`config.mk`:
```
export PLATFORM = sky130hd
export DESIGN_NAME = param_loader
export DESIGN_NICKNAME = d
export VERILOG_FILES = /design/src/rtl/param_loader.sv
export SDC_FILE = /design/constraint.sdc
export NUM_CORES = 1
export LEC_CHECK = 0
export ABC_AREA = 0
export CORE_MARGIN = 4
export CORE_UTILIZATION = 47
export DETAILED_ROUTE_END_ITERATION = 10
export PLACE_DENSITY_LB_ADDON = 0.25
export SYNTH_ARGS = -nofsm -noshare
export SYNTH_HDL_FRONTEND = slang
export SYNTH_SLANG_ARGS = --single-unit
```
`constraint.sdc`:
```
create_clock -name clk -period 4.6 [get_ports clk]
set_input_delay 0.46 -clock clk [delete_from_list [all_inputs] [get_ports clk]]
set_output_delay 0.46 -clock clk [all_outputs]
set_load 0.05 [all_outputs]
```
`src/rtl/param_loader.sv`:
```
// param_loader: streams signed fixed-point parameter words from a valid/ready
// input onto the network's shared 2N-bit parameter bus. Each accepted word is
// presented on the bus for one cycle together with a one-hot write-enable for
// the node that owns it. Layer-1 nodes are loaded first, then the output layer.
//
// state | meaning
// ------+-----------------------------------------------------------------
// IDLE  | waiting for start; outputs quiet
// LOAD  | accepting words; s_ready high; each transfer shifts one node next cycle
// FLUSH | final word on bus with its we bit; no further words accepted
// DONE  | one-cycle completion pulse, bus released
module param_loader #(
    parameter int N   = 16,
    parameter int SX  = 4,
    parameter int SL1 = 4,
    parameter int SL  = 2,
    parameter int ND  = SL1 + SL
) (
    input  logic            clk,
    input  logic            rst,
    input  logic            start,
    input  logic [2*N-1:0]  s_data,
    input  logic            s_valid,
    output logic            s_ready,
    output logic [2*N-1:0]  bus,
    output logic            bus_oe,
    output logic [ND-1:0]   we,
    output logic            busy,
    output logic            done
);

    localparam int MAXF   = (SX > SL1) ? SX : SL1;
    localparam int NODE_W = (ND > 1) ? $clog2(ND) : 1;
    localparam int WORD_W = $clog2(MAXF + 1);

    localparam logic [NODE_W-1:0] LAST_NODE = NODE_W'(ND - 1);
    localparam logic [NODE_W-1:0] L1_NODES  = NODE_W'(SL1);
    localparam logic [WORD_W-1:0] FAN_L1    = WORD_W'(SX);
    localparam logic [WORD_W-1:0] FAN_OUT   = WORD_W'(SL1);

    typedef enum logic [1:0] {
        IDLE  = 2'd0,
        LOAD  = 2'd1,
        FLUSH = 2'd2,
        DONE  = 2'd3
    } state_t;

    state_t              state, state_nxt;
    logic [NODE_W-1:0]   node_cnt, node_nxt;
    logic [WORD_W-1:0]   word_cnt, word_nxt;
    logic [2*N-1:0]      bus_nxt;
    logic [ND-1:0]       we_nxt;
    logic                bus_oe_nxt;
    logic [WORD_W-1:0]   fanin;
    logic [ND-1:0]       node_sel;
    logic                xfer;

    // Handshake and status decode straight from the state register.
    always_comb begin
        s_ready = (state == LOAD);
        busy    = (state == LOAD) || (state == FLUSH);
        done    = (state == DONE);
    end

    // Current node's fan-in and its one-hot enable (node 0 maps to the MSB).
    always_comb begin
        fanin    = (node_cnt < L1_NODES) ? FAN_L1 : FAN_OUT;
        node_sel = '0;
        for (int i = 0; i < ND; i++) begin
            node_sel[i] = (NODE_W'(ND - 1 - i) == node_cnt);
        end
        xfer = s_valid && (state == LOAD);
    end

    // Next-state, counter and registered-output logic.
    always_comb begin
        state_nxt  = state;
        node_nxt   = node_cnt;
        word_nxt   = word_cnt;
        bus_nxt    = bus;
        we_nxt     = '0;
        bus_oe_nxt = 1'b0;
        case (state)
            IDLE: begin
                if (start) begin
                    state_nxt = LOAD;
                    node_nxt  = '0;
                    word_nxt  = '0;
                end
            end
            LOAD: begin
                // The bus stays driven through stalls so the network sees a stable value.
                bus_oe_nxt = 1'b1;
                if (xfer) begin
                    bus_nxt = s_data;
                    we_nxt  = node_sel;
                    if (word_cnt == fanin) begin
                        word_nxt = '0;
                        if (node_cnt == LAST_NODE) begin
                            // Counter parks at its terminal value; FLUSH lets the last word land.
                            state_nxt = FLUSH;
                        end else begin
                            node_nxt = node_cnt + 1'b1;
                        end
                    end else begin
                        word_nxt = word_cnt + 1'b1;
                    end
                end
            end
            FLUSH: begin
                state_nxt = DONE;
            end
            DONE: begin
                state_nxt = IDLE;
            end
            default: begin
                state_nxt = IDLE;
            end
        endcase
    end

    // State, counters and bus-side outputs; reset aborts any sequence at once.
    always_ff @(posedge clk or negedge rst) begin
        if (!rst) begin
            state    <= IDLE;
            node_cnt <= '0;
            word_cnt <= '0;
            bus      <= '0;
            we       <= '0;
            bus_oe   <= 1'b0;
        end else begin
            state    <= state_nxt;
            node_cnt <= node_nxt;
            word_cnt <= word_nxt;
            bus      <= bus_nxt;
            we       <= we_nxt;
            bus_oe   <= bus_oe_nxt;
        end
    end

endmodule

```
==> reports/results.ini <==
[outcome]
outcome=complete, no violations

[die]
die_h_um=73.5
initial_core_util=0.494
io_pins=78
coreArea_mm2=0.00409
dieArea_mm2=0.00540
rows=23
fp.dieW_um=73.5

[layout]
fin_nets=270
finalInstanceArea_mm2=0.00296
areaGrowthSynthToFinish_pct=46.9
fillerInstances=278
drive_gt1_frac=0.225
num_antenna_cells=0
post-route-util=0.725
stdcell_count=272
multi_input_area_um2=781
layout_commonest_cell=clkdlybuf4s50_1
register_area_mm2=0.00118
final_cell_mix=clkdlybuf4s50_1, dfrtp_1, mux2_2

[logic_synthesis]
synth_top_family_by_area=multiplexers
synth_xor_area_frac=0
synth_mux_area_frac=0.220
yosys.area_share.simple=0.0583
yosysWarnings=0
synth_compound_area_frac=0.0285
synth-seq-area-share=0.583
syn_inst=140
syn_area_mm2=0.00202
yosysUniqueCellTypes=20
syn_avg_cell_area_um2=14.4
syn_nets=189
ys_ff_latch=47
synthAdderAreaFrac=0.0806

[grt]
overflow=0
grt_max_degree=48
track_usage=0.161
grt_pass1_wl_mm=6.60
antenna_found_initial=0
grt_pass1_vias=1406

[place]
dp_hpwl_mm=3.11
dp.cells=264
place_area_mm2=0.00283
io_buffers=77
pre_cts_ws_ps=2230
gp_congestion=0.775

[clocking]
cts_resized=0
htree_levels=2
cts_tree=built
clk_latency_ps=300
cts_buffers=5
post_cts_buffers=0
cts.sinks=47
cts_root_buffer=clkbuf_8
clkTransAtPathRegs_ps=80
postCtsHoldBufs=0
cts_buffer_depth=2

[power]
sw_frac_of_total=0.450
peakVddDrop_uv=662
p_leak_nw=1.28
combPwrFrac=0.583
clkPwrFrac=0.141
power_frac_seq=0.275
p_sw_mw=1.10
power.density_mw_per_mm2=829
p_int_mw=1.35
p_total_mw=2.46

[routing]
wl_met3_um=372
vias_per_cell=4.94
drt-total-wl_mm=4.07
detail_route.iter0.violations=53
drt-met1-wl_mm=1.67
drc=0
routedWlPerCell_um=15.0
firstDrtPassIters=4
num_vias=1343
ant_nets=0
wl_met2_mm=1.97
route.top_layer_used=met4

[sta]
setup_viol=0
finClkSkew_ps=9.27
maxSlewHeadroom=0.328
finalSetupTns_ps=0
rsz0062_at_grt=no
post-route-min-period_ps=2720
hold-worst-slack_ps=336
worst_pin_slew_ps=1010
fin_ws_ps=1880
fmax_ghz=0.368
slew_viol_final=0
hold_viol=0
finalCritPeriodShare=0.590

[worst_setup_path]
critPathCaptureType=output pin
critPathLaunchType=flop
crit_type=flop to output pin
required_ps=4140
arrival_ps=2260
cp-startpoint=state[1]
r2r-start=state[1]
path_max_fanout=14

[worst_hold_path]
worstHoldPathType=input pin to asynchronous set/reset pin

[run]
max_cap_violations=0

==> sequential cells by signal (all words and copies together) (netlist names) <==
signal,count
bus,32
we,6
node_cnt,3
word_cnt,3
state,2
bus_oe,1
==> cell usage after synthesis (all sizes together) <==
cell type | n | area share
a211oi | 1 | 0.0037
dfrtp | 47 | 0.58
mux2i | 6 | 0.030
mux2 | 34 | 0.19
a21oi | 1 | 0.0025
ha | 13 | 0.081
and3 | 1 | 0.0037
nand2 | 8 | 0.016
nor3b | 3 | 0.011
a221o | 1 | 0.0056
nor2 | 6 | 0.011
nand3 | 2 | 0.0050
nor2b | 1 | 0.0068
or2b | 1 | 0.0043
buf | 4 | 0.013
o31ai | 1 | 0.0037
a311oi | 1 | 0.013
inv | 9 | 0.017
==> cell families (layout without fill, tap and decap cells) <==
kind of cell	Yosys count	in the layout
flip-flops	47	47
multiplexers	40	40
AND/OR/NAND/NOR	22	22
adder cells (fa/ha/maj)	13	13
buffers and inverters	13	95
AO/OA/AOI/OAI	5	5
==> cell type report <==
| class | count | share of cell area |
|---|---|---|
| Sequential cell | 47 | 0.397 |
| Inverter | 9 | 0.0114 |
| Multi-Input combinational cell | 80 | 0.264 |
| Clock buffer | 5 | 0.0232 |
| Tap cell | 50 | 0.0211 |
| Clock inverter | 3 | 0.0228 |
| Timing Repair Buffer | 78 | 0.261 |
==> per-layer routing <==
metal,global-route usage,vias up
met4,0.0604,0
met1,0.203,648
met5,0,-
met3,0.0492,5
met2,0.259,52
li1,-,638
==> worst max-delay path: stages (launching register included) <==
cell,delay (ps)
dfrtp_1,420
inv_1,140
ha_1,500
clkdlybuf4s50_1,900
==> power groups by stage <==
| stage | clock, mW | combinational (mW) | sequential, mW |
|---|---|---|---|
| after global placement | 0 | 1.41 | 0.673 |
| final | 0.347 | 1.43 | 0.676 |
| after CTS | 0.359 | 1.45 | 0.678 |
| after global routing | 0.380 | 1.51 | 0.697 |
| after floorplan | 0 | 0.467 | 1.21 |
| after detailed placement | 0 | 1.44 | 0.687 |
==> final timing paths <==
kind | depth (start not counted) | slack (ps) | to
setup / recovery | 3 | 1880 | s_ready
hold / removal | 1 | 340 | bus[29]
setup reg to reg | 5 | 2370 | word_cnt[0]
hold reg to reg | 1 | 510 | bus[19]
max in group asynchronous | 1 | 3650 | state[1]
min in group clk | 1 | 510 | bus[19]
Power figures use the tool's default switching activity.
